[config.mk]
export PLATFORM = sky130hd
export DESIGN_NAME = router_pkt_tx
export DESIGN_NICKNAME = d
export VERILOG_FILES = /design/src/rtl/router_pkt_tx.sv
export SDC_FILE = /design/constraint.sdc
export NUM_CORES = 1
export LEC_CHECK = 0
export CAP_MARGIN = 0
export CORE_MARGIN = 3
export CORE_UTILIZATION = 55
export CTS_BUF_LIST = sky130_fd_sc_hd__clkbuf_16
export CTS_CLUSTER_SIZE = 16
export DETAILED_ROUTE_END_ITERATION = 6
export GPL_TIMING_DRIVEN = 0
export PLACE_DENSITY = 0.78
export RECOVER_POWER = 25
export SLEW_MARGIN = 10
export SYNTH_ARGS = -nofsm -noshare
export SYNTH_HDL_FRONTEND = slang
export SYNTH_SLANG_ARGS = --single-unit
[constraint.sdc]
create_clock -name clk -period 3.2 [get_ports clk]
set_input_delay 0.48 -clock clk [delete_from_list [all_inputs] [get_ports clk]]
set_output_delay 0.48 -clock clk [all_outputs]
set_load 0.02 [all_outputs]
[src/rtl/router_pkt_tx.sv]
// router_pkt_tx -- packet transmitter feeding a router port.
//
// Payload bytes are written into a FIFO with pld_wr/pld_data. A start request
// that passes its checks sends one packet on data_out: a header byte
// {payload_len, dest_addr}, then payload_len bytes popped from the FIFO, then
// a parity byte that is the XOR of the header and every payload byte. The
// receiving router stalls the transfer with busy; a byte on data_out is only
// consumed at an edge where busy is low.
//
// Ports
//   clk           clock, rising edge
//   resetn        synchronous active-low reset
//   pld_wr        payload write strobe (dropped while pld_full)
//   pld_data      payload byte
//   start         request to send one packet (acted on in IDLE only)
//   dest_addr     destination port 0..2, sampled at accept
//   payload_len   payload byte count 1..63, sampled at accept
//   busy          router stall; holds the current byte
//   data_out      packet byte to the router
//   packet_valid  high for header and payload bytes
//   tx_busy       high while a packet is in flight
//   tx_done       one-cycle pulse after the parity byte is consumed
//   err           one-cycle pulse after a rejected start
//   pld_count     bytes held in the payload FIFO
//   pld_full      payload FIFO full

module router_pkt_tx #(
  parameter int FIFO_DEPTH = 64
) (
  input  logic       clk,
  input  logic       resetn,
  input  logic       pld_wr,
  input  logic [7:0] pld_data,
  input  logic       start,
  input  logic [1:0] dest_addr,
  input  logic [5:0] payload_len,
  input  logic       busy,
  output logic [7:0] data_out,
  output logic       packet_valid,
  output logic       tx_busy,
  output logic       tx_done,
  output logic       err,
  output logic [6:0] pld_count,
  output logic       pld_full
);

  localparam int AW = $clog2(FIFO_DEPTH);
  localparam int CW = AW + 1;

  typedef enum logic [1:0] {IDLE, SEND, PARITY} state_t;

  state_t        state, state_nx;
  logic [7:0]    parity, parity_nx;
  logic [5:0]    remaining, remaining_nx;
  logic [7:0]    data_nx;
  logic          valid_nx, done_nx, err_nx;
  logic          pop;

  logic [7:0]    mem [FIFO_DEPTH];
  logic [AW-1:0] wr_ptr, rd_ptr;
  logic [CW-1:0] cnt;
  logic          full, wr_en, start_ok;
  logic [7:0]    head, header;

  assign full      = (cnt == CW'(FIFO_DEPTH));
  assign wr_en     = pld_wr && !full;
  assign head      = mem[rd_ptr];
  assign header    = {payload_len, dest_addr};
  // Occupancy is checked before this edge's write, so a byte arriving with
  // the start cannot make up a short payload.
  assign start_ok  = (dest_addr != 2'd3) && (payload_len != 6'd0) &&
                     (cnt >= CW'(payload_len));

  assign tx_busy   = (state != IDLE);
  assign pld_count = 7'(cnt);
  assign pld_full  = full;

  // ---------------------------------------------------------------- FSM
  always_comb begin
    // NOTE: every signal gets a default here so no path leaves one unassigned
    // and infers a latch.
    state_nx     = state;
    data_nx      = data_out;
    valid_nx     = packet_valid;
    parity_nx    = parity;
    remaining_nx = remaining;
    pop          = 1'b0;
    done_nx      = 1'b0;
    err_nx       = 1'b0;

    unique case (state)
      IDLE: begin
        // A start seen while the router is stalled is ignored silently.
        if (start && !busy) begin
          if (start_ok) begin
            data_nx      = header;
            valid_nx     = 1'b1;
            parity_nx    = header;
            remaining_nx = payload_len;
            state_nx     = SEND;
          end else begin
            err_nx = 1'b1;
          end
        end
      end
      SEND: begin
        if (!busy) begin
          if (remaining != 6'd0) begin
            data_nx      = head;
            pop          = 1'b1;
            parity_nx    = parity ^ head;
            remaining_nx = remaining - 6'd1;
          end else begin
            data_nx  = parity;
            valid_nx = 1'b0;
            state_nx = PARITY;
          end
        end
      end
      PARITY: begin
        if (!busy) begin
          data_nx  = 8'h00;
          done_nx  = 1'b1;
          state_nx = IDLE;
        end
      end
      default: state_nx = IDLE;
    endcase
  end

  // NOTE: state and outputs use non-blocking assignments so every register
  // samples pre-edge values; reset is synchronous.
  always_ff @(posedge clk) begin
    if (!resetn) begin
      state        <= IDLE;
      data_out     <= 8'h00;
      packet_valid <= 1'b0;
      tx_done      <= 1'b0;
      err          <= 1'b0;
      parity       <= 8'h00;
      remaining    <= 6'd0;
    end else begin
      state        <= state_nx;
      data_out     <= data_nx;
      packet_valid <= valid_nx;
      tx_done      <= done_nx;
      err          <= err_nx;
      parity       <= parity_nx;
      remaining    <= remaining_nx;
    end
  end

  // ------------------------------------------------------- payload FIFO
  always_ff @(posedge clk) begin
    if (!resetn) begin
      wr_ptr <= '0;
      rd_ptr <= '0;
      cnt    <= '0;
    end else begin
      if (wr_en) wr_ptr <= wr_ptr + AW'(1);
      if (pop)   rd_ptr <= rd_ptr + AW'(1);
      cnt <= cnt + CW'(wr_en) - CW'(pop);
    end
  end

  // NOTE: the storage array has no reset; emptying the FIFO only needs the
  // pointers and count cleared, and stale contents are never read.
  always_ff @(posedge clk) begin
    if (wr_en) mem[wr_ptr] <= pld_data;
  end

endmodule

==> flow_metrics.env, run 1 <==
export IMPL_outcome="complete, but fails checks"
export IMPL_failed_checks="capacitance limit, slew limit, setup timing"
export IMPL_r2r_end="mem[63][2]$_DFFE_PP_"
export IMPL_drv_cap=4
export IMPL_setup_viol=32
export IMPL_clock_sinks=564
export IMPL_die_h_um=210.6
export IMPL_gp_congestion=0.9771
export IMPL_cts_htree_levels=2
export IMPL_design_area_um2=26220
export IMPL_crit_required_ns=3.44
export IMPL_placeableCoreArea_um2=41110
export IMPL_max_freq_mhz=305.0
export IMPL_crit_path_end="mem[63][2]$_DFFE_PP_"
export IMPL_via_count=13790
export IMPL_period_share_pct=102.5
export IMPL_grt_usage_pct=26.91
export IMPL_wirelength_um=59950
export IMPL_top_level_ports=41
export IMPL_power_frac_clock_pct=37.4
export IMPL_netlist_area_um2=23030
export IMPL_fin_ws_ns=-0.07922
export IMPL_criticalPathCategory="flip-flop to flip-flop"
export IMPL_synth_top_area_share_pct=66.77
export IMPL_clock_latency_ns=0.62
export IMPL_root_buffer="clkbuf_16"
export IMPL_crit_path_start="pld_count[4]$_SDFF_PN0_"
export IMPL_worstSetupStartpointType="flip-flop"
export IMPL_finClkSkew_ns=0.02779
export IMPL_die_area_um2=44360
export IMPL_area_delta_synth_final_pct=13.86
export IMPL_cts_tree="done"
export IMPL_p_leak_nw=8.235
export IMPL_antenna_found_initial=0
export IMPL_slew_violations=209
export IMPL_cts_hold_buf=0
export IMPL_first_pass_iters=6
export IMPL_place_area_um2=24210
export IMPL_drive_above_1_share_pct=19.69
export IMPL_fillerInstances=2814
export IMPL_ys_flop_type="edfxtp_1"
export IMPL_worst_setup_hold_path_clk_slew_ns=0.06
export IMPL_diodes=0
export IMPL_regArea_um2=16420
export IMPL_p_seq_share_pct=50.7
export IMPL_critPathCaptureType="flip-flop"
export IMPL_initial_core_util_pct=56.01
export IMPL_rr_worst_depth=8
export IMPL_synth_edf_count=512
export IMPL_portBuffers=40
export IMPL_p_switching_mw=4.044
export IMPL_ys_ff_latch=564
export IMPL_p_per_area_nw_per_um2=624.7
export IMPL_yosysUniqueCellTypes=69
export IMPL_yosysTopAreaCell="edfxtp_1"
export IMPL_numCtsBuffers=55
export IMPL_r2r_setup_slack_ns=-0.08
export IMPL_r2r_start="pld_count[4]$_SDFF_PN0_"
export IMPL_relSlewSlack_pct=-72.80
export IMPL_grt_pass1_vias=13350
export IMPL_crit_fanout=10
export IMPL_p_int_mw=12.34
export IMPL_clk_path_buf_depth=3
export IMPL_grt_first_pass_wirelength_um=86370
export IMPL_die_w_um=210.6
export IMPL_postRouteAntennaNets=0
export IMPL_grt_overflow=0
export IMPL_ir_drop_uv=473.7
export IMPL_layout_min_cycle_time_ns=3.279
export IMPL_p_sw_share_pct=24.69
export IMPL_multi_input_area_um2=6370
export IMPL_viasPerCell=6.625
export IMPL_first_iter_violations=1927
export IMPL_hold_path_class="input port to flip-flop"
export IMPL_seq_area_frac_synth_pct=71.29
export IMPL_drc=0
export IMPL_synth_area_top_cells="edfxtp_1 (67%), mux4_2 (8.2%), dfxtp_1 (4.5%)"
export IMPL_syn_inst=1392
export IMPL_grt_max_degree=57
export IMPL_syn_area_per_cell_um2=16.54
export IMPL_avgRoutedWirePerCell_um=28.81
export IMPL_arrival_ns=3.52
export IMPL_worstMarginPinSlew_ns=2.592
export IMPL_rsz0062_at_grt="true"
export IMPL_num_rows=74
export IMPL_synth_async_reset_ratio_pct=0
export IMPL_dp_slack_ns=-0.7409
export IMPL_fin_nets=1550
export IMPL_finalHoldViolCount=0
export IMPL_dp_hpwl_um=38670
export IMPL_synth_nets=1437
export IMPL_comb_power_share_pct=12.0
export IMPL_yosysWarnings=0
worst min-delay path by stage:
stage               cells after the start                   endpoint  slack, ns                      start
finish                                  1       mem[43][3]$_DFFE_PP_       0.26                pld_data[3]
global route                            1       mem[43][3]$_DFFE_PP_       0.27                pld_data[3]
CTS                                     1       mem[43][3]$_DFFE_PP_       0.17                pld_data[3]
detailed placement                      2  packet_valid$_SDFFE_PN0P_       0.46  packet_valid$_SDFFE_PN0P_
global placement                        2  packet_valid$_SDFFE_PN0P_       0.45  packet_valid$_SDFFE_PN0P_
floorplan                               2                  flip-flop       0.46     rd_ptr[5]$_SDFFE_PN0N_
flip-flops by register name, indices dropped and copies added (netlist names), named ones only:
register      count
mem             512
data_out          8
parity            8
pld_count         7
rd_ptr            6
remaining         6
wr_ptr            6
state             2
err               1
packet_valid      1
tx_done           1
metrics by stage:
| step | util [%] | hold slack (ns) | std cells | total power [mW] | setup TNS (ns) |
|---|---|---|---|---|---|
| floorplan | - | 0.4591 | 1392 | 9.571 | 0 |
| global placement | 58.61 | 0.4514 | 1964 | 10.20 | -80.27 |
| detailed placement | 58.90 | 0.4618 | 1972 | 10.26 | -94.18 |
| CTS | 63.39 | 0.1717 | 2077 | 16.31 | -4.223 |
| global route | 63.78 | 0.2720 | 2081 | 16.88 | -9.058 |
| finish | 63.78 | 0.2601 | 2081 | 16.38 | -1.102 |
cells in the final DEF (no fill, tap or decap), types with 6 or more instances in the layout:
cell type / instances
nor2_1: 78
buf_1: 10
a22oi_1: 28
clkinv_2: 12
ha_1: 21
clkbuf_4: 6
clkbuf_16: 55
buf_6: 7
mux2_2: 6
dfxtp_1: 48
clkdlybuf4s50_1: 32
o21ai_0: 20
clkbuf_1: 32
a211oi_1: 16
a21oi_1: 40
nor2_2: 34
edfxtp_1: 512
mux2i_1: 98
nor3_1: 11
xor2_1: 8
nor2b_1: 20
buf_2: 15
inv_1: 32
nand2b_1: 9
nand2_1: 58
nor2_4: 11
nand4_1: 20
a31oi_1: 10
buf_4: 21
nand3_1: 23
clkinv_1: 14
mux4_2: 84
o22ai_1: 13
and2_1: 6
routing by layer:
layer | share of wire (%) | vias up | GRT usage (%)
met1 | 37 | 6821 | 36.29
met5 | 0 | - | 0
met4 | 5.2 | 0 | 11.85
li1 | - | 5743 | -
met3 | 12 | 226 | 8.154
met2 | 45 | 996 | 41.22
synth_stat cells (4+ instances only):
cell,count
nor2_1,123
buf_1,13
nand3_1,24
nand2b_1,9
edfxtp_1,512
a21o_1,5
a221oi_1,4
xor2_1,8
or3_1,5
dfxtp_1,52
a31oi_1,10
o21ai_0,26
mux4_2,84
mux2i_1,99
nand4_1,20
o311a_1,5
o22ai_1,13
mux2_2,6
nor2b_1,20
ha_1,23
a211oi_1,16
nand2_1,58
a22oi_1,28
buf_4,7
and2_1,6
a32oi_1,5
xnor2_1,4
clkbuf_1,25
a21oi_1,42
a22o_1,4
o211ai_1,5
nor3_1,11
and3_1,5
nand3b_1,4
inv_1,26
buf_2,30
kinds of logic (layout without fill, tap and decap cells):
logic type / count (synthesis) / after routing / synth area share (%)
muxes: 190 / 190 / 12.88
and+or+nand+nor: 304 / 304 / 6.265
buffers and inverters: 107 / 264 / 2.092
adders and majority gates: 24 / 24 / 1.337
AOI/OAI and AO/OA: 191 / 191 / 5.684
DFF: 564 / 564 / 71.29
xor gates and xnor gates: 12 / 12 / 0.4564
worst max-delay path: stages, from the launching register on:
cell and delay (ns):
dfxtp_1 0.39, inv_1 0.08, ha_1 0.20, nand4_1 0.10, nor2_1 0.06, nor2b_1 0.17, buf_4 0.18, nand4_1 0.79
nor2_1 0.94
layout make-up:
cell class	instances	share of cell area, %
buffer	78	1.766
clock buffer	55	5.249
multi-input combinational	721	24.29
timing repair buffer	56	1.933
sequential	564	62.63
tap	532	2.539
inverter	29	0.4152
clock inverter	46	1.174
what timing repair did:
action / in CTS / in global routing
resized for setup: 49 / 79
buffers inserted: 4 / 4
pin swaps: 6 / 9
endpoints found under the setup margin: 381 / 343
power groups by stage:
stage | combinational (mW) | sequential (mW) | clock (mW)
after floorplan | 1.06 | 8.51 | 0
after global placement | 1.75 | 8.46 | 0
after global routing | 2.13 | 8.32 | 6.43
final | 1.96 | 8.30 | 6.12
after detailed placement | 1.81 | 8.45 | 0
after CTS | 1.87 | 8.29 | 6.15
Note: power is estimated with default switching activity, not from simulation.
==> inputs of run 2 (changes only) <==
ABC_CLOCK_PERIOD_IN_PS = 3200   (was not set)
GPL_ROUTABILITY_DRIVEN = 0   (was not set)
==> run 2 against run 1 <==
  * The run still ends with capacitance limit, slew limit, setup timing left
  * Cell count hardly changed
  * Flip-flop and latch count did not move
  * Via count increased by 0.36%
  * Total power rose by 4.4%
  * Routed wire length is 0.19% lower
  * Core utilization increased by 0.55 points
  * Non-clock buffer count stayed put
  * Critical path depth up 2
  * Maximum frequency is 0.82% lower
  * Largest cell class unchanged
==> flow_metrics.env, run 2 (same netlist as run 1, synthesis figures left out) <==
export IMPL_failed_checks="capacitance limit, slew limit, setup timing"
export IMPL_grt_pass1_vias=13620
export IMPL_initial_core_util_pct=56.01
export IMPL_outcome="complete, but fails checks"
export IMPL_antenna_found_initial=0
export IMPL_ir_drop_uv=587.1
export IMPL_grt_max_degree=58
export IMPL_utilization_pct=64.33
export IMPL_finalHoldViolCount=0
export IMPL_placeableCoreArea_um2=41110
export IMPL_diodes=0
export IMPL_power_mw=17.10
export IMPL_relSlewSlack_pct=-64.86
export IMPL_top_level_ports=41
export IMPL_area_delta_synth_final_pct=14.85
export IMPL_gr_usage_met3_pct=6.817
export IMPL_cp_top_family="simple AND/OR/NAND/NOR gates"
export IMPL_die_w_um=210.6
export IMPL_criticalPathCategory="flip-flop to flip-flop"
export IMPL_hold_path_class="input port to flip-flop"
export IMPL_critPathCaptureType="flip-flop"
export IMPL_via_count=13840
export IMPL_dp_hpwl_um=38480
export IMPL_drive_above_1_share_pct=19.29
export IMPL_cts_htree_levels=2
export IMPL_clock_sinks=564
export IMPL_p_per_area_nw_per_um2=646.7
export IMPL_fin_nets=1551
export IMPL_grt_first_pass_wirelength_um=87500
export IMPL_grt_usage_pct=26.91
export IMPL_met1_usage_pct=36.75
export IMPL_crit_fanout=8
export IMPL_postRouteAntennaNets=0
export IMPL_mostFrequentLayoutCell="edfxtp_1"
export IMPL_clk_path_buf_depth=3
export IMPL_max_freq_mhz=302.4
export IMPL_arrival_ns=3.54
export IMPL_r2r_setup_slack_ns=-0.11
export IMPL_drc=0
export IMPL_drv_cap=5
export IMPL_slew_violations=223
export IMPL_portBuffers=40
export IMPL_layout_min_cycle_time_ns=3.306
export IMPL_cts_tree="done"
export IMPL_slowest_stage="nor2_1"
export IMPL_crit_required_ns=3.43
export IMPL_worst_setup_hold_path_clk_slew_ns=0.06
export IMPL_worstMarginPinSlew_ns=2.473
export IMPL_wirelength_um=59830
export IMPL_largest_reg_flops=512
export IMPL_die_h_um=210.6
export IMPL_finClkSkew_ns=0.02104
export IMPL_busiest_layer="met2"
export IMPL_num_rows=74
export IMPL_reg_largest_list="mem x512, data_out x8, parity x8"
export IMPL_design_area_um2=26450
export IMPL_grtUsageMet2_pct=42.59
export IMPL_place_area_um2=24240
export IMPL_period_share_pct=103.3
export IMPL_worstSetupStartpointType="flip-flop"
export IMPL_setup_viol=24
export IMPL_top_register="mem"
export IMPL_numCtsBuffers=56
export IMPL_clock_latency_ns=0.61
export IMPL_p_leak_nw=8.348
export IMPL_crit_chain="inv_1, ha_1, nand4_1, nor2_1, nor2b_1, buf_4, inv_1, nor2_1, nand3_1, nor2_1"
export IMPL_fin_ws_ns=-0.1063
export IMPL_slowest_delay_ns=0.87
export IMPL_cp_common_cell="nor2_1"
export IMPL_die_area_um2=44360
export IMPL_cts_hold_buf=0
export IMPL_root_buffer="clkbuf_16"
export IMPL_viasPerCell=6.645
export IMPL_first_iter_violations=2025
export IMPL_grt_overflow=0
export IMPL_avgRoutedWirePerCell_um=28.74
export IMPL_layout_common_cells="edfxtp_1 (512), mux2i_1 (99), nor2_1 (90)"
export IMPL_first_pass_iters=7
export IMPL_worstPathBufferInverterCount=3
export IMPL_rsz0062_at_grt="true"
[run 2: where the power goes]
group	total (mW)	leakage (nW)	internal, mW	switching [mW]
clock network	6.86	0.970	4.06	2.80
registers	8.30	5.03	8.19	0.115
logic	1.94	2.35	0.772	1.17
total	17.1	8.35	13.0	4.08
[run 2: worst register-to-register path, delay by kind of cell, from the launching register on]
family                   cells  cell delay [ns]
adder cells (fa/ha/maj)      1             0.18
buffers and inverters        3             0.38
flip-flops                   1             0.40
AND/OR/NAND/NOR              6             1.99
[run 2: area by class of cell]
| type | count | area [µm²] |
|---|---|---|
| Tap cell | 532 | 665.6 |
| Clock buffer | 59 | 1476 |
| Clock inverter | 43 | 455.4 |
| Buffer | 77 | 429.2 |
| Sequential cell | 564 | 16420 |
| Fill cell | 2748 | 14660 |
| Timing Repair Buffer | 57 | 560.5 |
| Multi-Input combinational cell | 721 | 6322 |
| Inverter | 29 | 115.1 |
[run 2: per-layer routing]
metal / share of wire (%) / routed length (µm)
met5: 0 / 0
met4: 4.6 / 2749
met3: 12 / 7133
met2: 47 / 27860
met1: 37 / 22090
[run 2: metrics by stage]
stage	std cells	TNS (ns)	setup WS (ns)	hold WS (ns)
2_1_floorplan	1392	0	0.01767	0.4591
3_3_place_gp	1964	-67.58	-0.6104	0.4526
3_5_place_dp	1972	-78.12	-0.6046	0.4657
4_1_cts	2076	-1.873	-0.05730	0.1753
5_1_grt	2082	-4.804	-0.1746	0.2631
6_report	2082	-1.849	-0.1063	0.2475
[run 2: worst paths after layout]
path	from	to	depth (start not counted)
setup / recovery	pld_count[3]$_SDFF_PN0_	mem[62][7]$_DFFE_PP_	10
hold / removal	pld_data[4]	mem[13][4]$_DFFE_PP_	1
setup reg to reg	pld_count[3]$_SDFF_PN0_	mem[62][7]$_DFFE_PP_	10
hold reg to reg	packet_valid$_SDFFE_PN0P_	packet_valid$_SDFFE_PN0P_	2
[run 2: timing repair]
item / in CTS / in global routing
buffers inserted: 2 / 7
pin swaps: 4 / 9
endpoints found under the setup margin: 335 / 298
gates cloned: 0 / 0
resized for setup: 36 / 67
==> inputs of run 3 (changes only) <==
CORE_ASPECT_RATIO = 1.75   (was not set)
SKIP_CTS_REPAIR_TIMING = 1   (was not set)
==> run 3 against run 2 <==
  * The flow still finishes with violations (capacitance limit, slew limit, setup timing)
  * Largest power group unchanged
  * Sequential share of layout area is 0.60 points higher
  * Sequential power about the same
  * Global-route usage grew 2.2 points
  * Clock power down 16%
==> flow_metrics.env, run 3 (same netlist as run 1, synthesis figures left out) <==
export IMPL_crit_path_start="pld_count[5]$_SDFF_PN0_"
export IMPL_numCtsBuffers=47
export IMPL_worst_setup_hold_path_clk_slew_ns=0.07
export IMPL_rsz0062_at_grt="true"
export IMPL_cp_top_family="simple AND/OR/NAND/NOR gates"
export IMPL_worstSetupStartpointType="flip-flop"
export IMPL_tns_ns=-8.062
export IMPL_grt_pass1_vias=14080
export IMPL_grt_overflow=0
export IMPL_antenna_found_initial=0
export IMPL_via_count=13990
export IMPL_relSlewSlack_pct=-32.94
export IMPL_clk_path_buf_depth=3
export IMPL_portBuffers=40
export IMPL_slowest_delay_ns=0.71
export IMPL_period_share_pct=105.1
export IMPL_crit_chain="inv_1, ha_1, nand4_1, nor2_1, nor2b_1, clkbuf_4, inv_1, nor2_1, nand2_1, nor2_2"
export IMPL_p_leak_nw=8.139
export IMPL_cts_htree_levels=2
export IMPL_diodes=0
export IMPL_dp_hpwl_um=44070
export IMPL_area_delta_synth_final_pct=13.77
export IMPL_crit_fanout=9
export IMPL_max_freq_mhz=297.3
export IMPL_worstMarginPinSlew_ns=1.994
export IMPL_reg_largest_list="mem x512, data_out x8, parity x8"
export IMPL_cts_tree="done"
export IMPL_grt_first_pass_wirelength_um=93070
export IMPL_top_level_ports=41
export IMPL_layout_common_cells="edfxtp_1 (512), mux2i_1 (95), mux4_2 (84)"
export IMPL_die_w_um=160.7
export IMPL_num_rows=98
export IMPL_first_pass_iters=7
export IMPL_clock_sinks=564
export IMPL_finClkSkew_ns=0.02681
export IMPL_stdcell_count=2086
export IMPL_criticalPathCategory="flip-flop to flip-flop"
export IMPL_root_buffer="clkbuf_16"
export IMPL_grt_usage_pct=29.09
export IMPL_drc=0
export IMPL_fillerInstances=2716
export IMPL_fin_ws_ns=-0.1636
export IMPL_crit_required_ns=3.41
export IMPL_arrival_ns=3.57
export IMPL_viasPerCell=6.707
export IMPL_largest_reg_flops=512
export IMPL_hold_path_class="flip-flop to flip-flop"
export IMPL_clock_latency_ns=0.57
export IMPL_layout_min_cycle_time_ns=3.364
export IMPL_hold_start="packet_valid$_SDFFE_PN0P_"
export IMPL_top_register="mem"
export IMPL_outcome="complete, but fails checks"
export IMPL_wirelength_um=64980
export IMPL_finalHoldViolCount=0
export IMPL_setup_viol=97
export IMPL_drv_cap=6
export IMPL_r2r_start="pld_count[5]$_SDFF_PN0_"
export IMPL_critPathCaptureType="flip-flop"
export IMPL_ir_drop_uv=450.3
export IMPL_p_per_area_nw_per_um2=614.9
export IMPL_placeableCoreArea_um2=41080
export IMPL_worstPathBufferInverterCount=3
export IMPL_initial_core_util_pct=56.06
export IMPL_postRouteAntennaNets=0
export IMPL_slowest_stage="nand2_1"
export IMPL_dp_cells=1990
export IMPL_die_area_um2=44460
export IMPL_drive_above_1_share_pct=20.44
export IMPL_slew_violations=194
export IMPL_fin_nets=1544
export IMPL_mostFrequentLayoutCell="edfxtp_1"
export IMPL_failed_checks="capacitance limit, slew limit, setup timing"
export IMPL_grt_max_degree=46
export IMPL_first_iter_violations=2124
export IMPL_avgRoutedWirePerCell_um=31.15
export IMPL_die_h_um=276.7
==> run 3: path summary, 6_finish.rpt <==
kind / endpoint / slack, ns / cells past startpoint
min: packet_valid$_SDFFE_PN0P_ / 0.49 / 2
max reg2reg: mem[50][7]$_DFFE_PP_ / -0.16 / 10
max: mem[50][7]$_DFFE_PP_ / -0.16 / 10
min reg2reg: packet_valid$_SDFFE_PN0P_ / 0.49 / 2
==> run 3: per-stage QoR <==
step	power, mW	utilization, %	hold slack (ns)	instance area [µm²]	setup WS [ns]
3_3_place_gp	10.27	58.71	0.4478	24120	-0.9370
2_1_floorplan	9.571	-	0.4591	23030	0.01767
3_5_place_dp	10.33	59.02	0.4684	24240	-1.034
6_report	16.11	63.78	0.4871	26200	-0.1636
5_1_grt	16.53	63.78	0.4946	26200	-0.2790
4_1_cts	15.96	62.76	0.3453	25780	-0.6617
==> run 3: cell type report <==
type | count | area [µm²] | share of cell area, %
repair buffers | 58 | 560.5 | 2.140
flip-flops and latches | 564 | 16430 | 62.70
multi-input cells | 721 | 6424 | 24.52
inverters | 29 | 115.1 | 0.4394
well taps | 550 | 688.2 | 2.627
clock buffers | 49 | 1226 | 4.681
clock inverters | 37 | 310.3 | 1.184
plain buffers | 78 | 447.9 | 1.710
==> run 3: report_power, final <==
group,internal [mW],total (mW),switching [mW]
registers,8.19,8.31,0.125
clock network,3.19,5.77,2.59
logic,0.779,2.02,1.24
total,12.2,16.1,3.96
==> run 3: per-layer routing <==
| metal | GRT usage (%) | wire length, µm | vias to the layer above |
|---|---|---|---|
| met3 | 5.043 | 5537 | 373 |
| li1 | - | - | 5708 |
| met1 | 31.05 | 19440 | 6832 |
| met5 | 0 | 0 | - |
| met4 | 25.08 | 7397 | 0 |
| met2 | 49.37 | 32600 | 1078 |
==> run 3: worst min-delay path: stages, from the launching register on <==
cell and delay (ns):
dfxtp_1 0.32, o41ai_1 0.06, a21oi_1 0.06
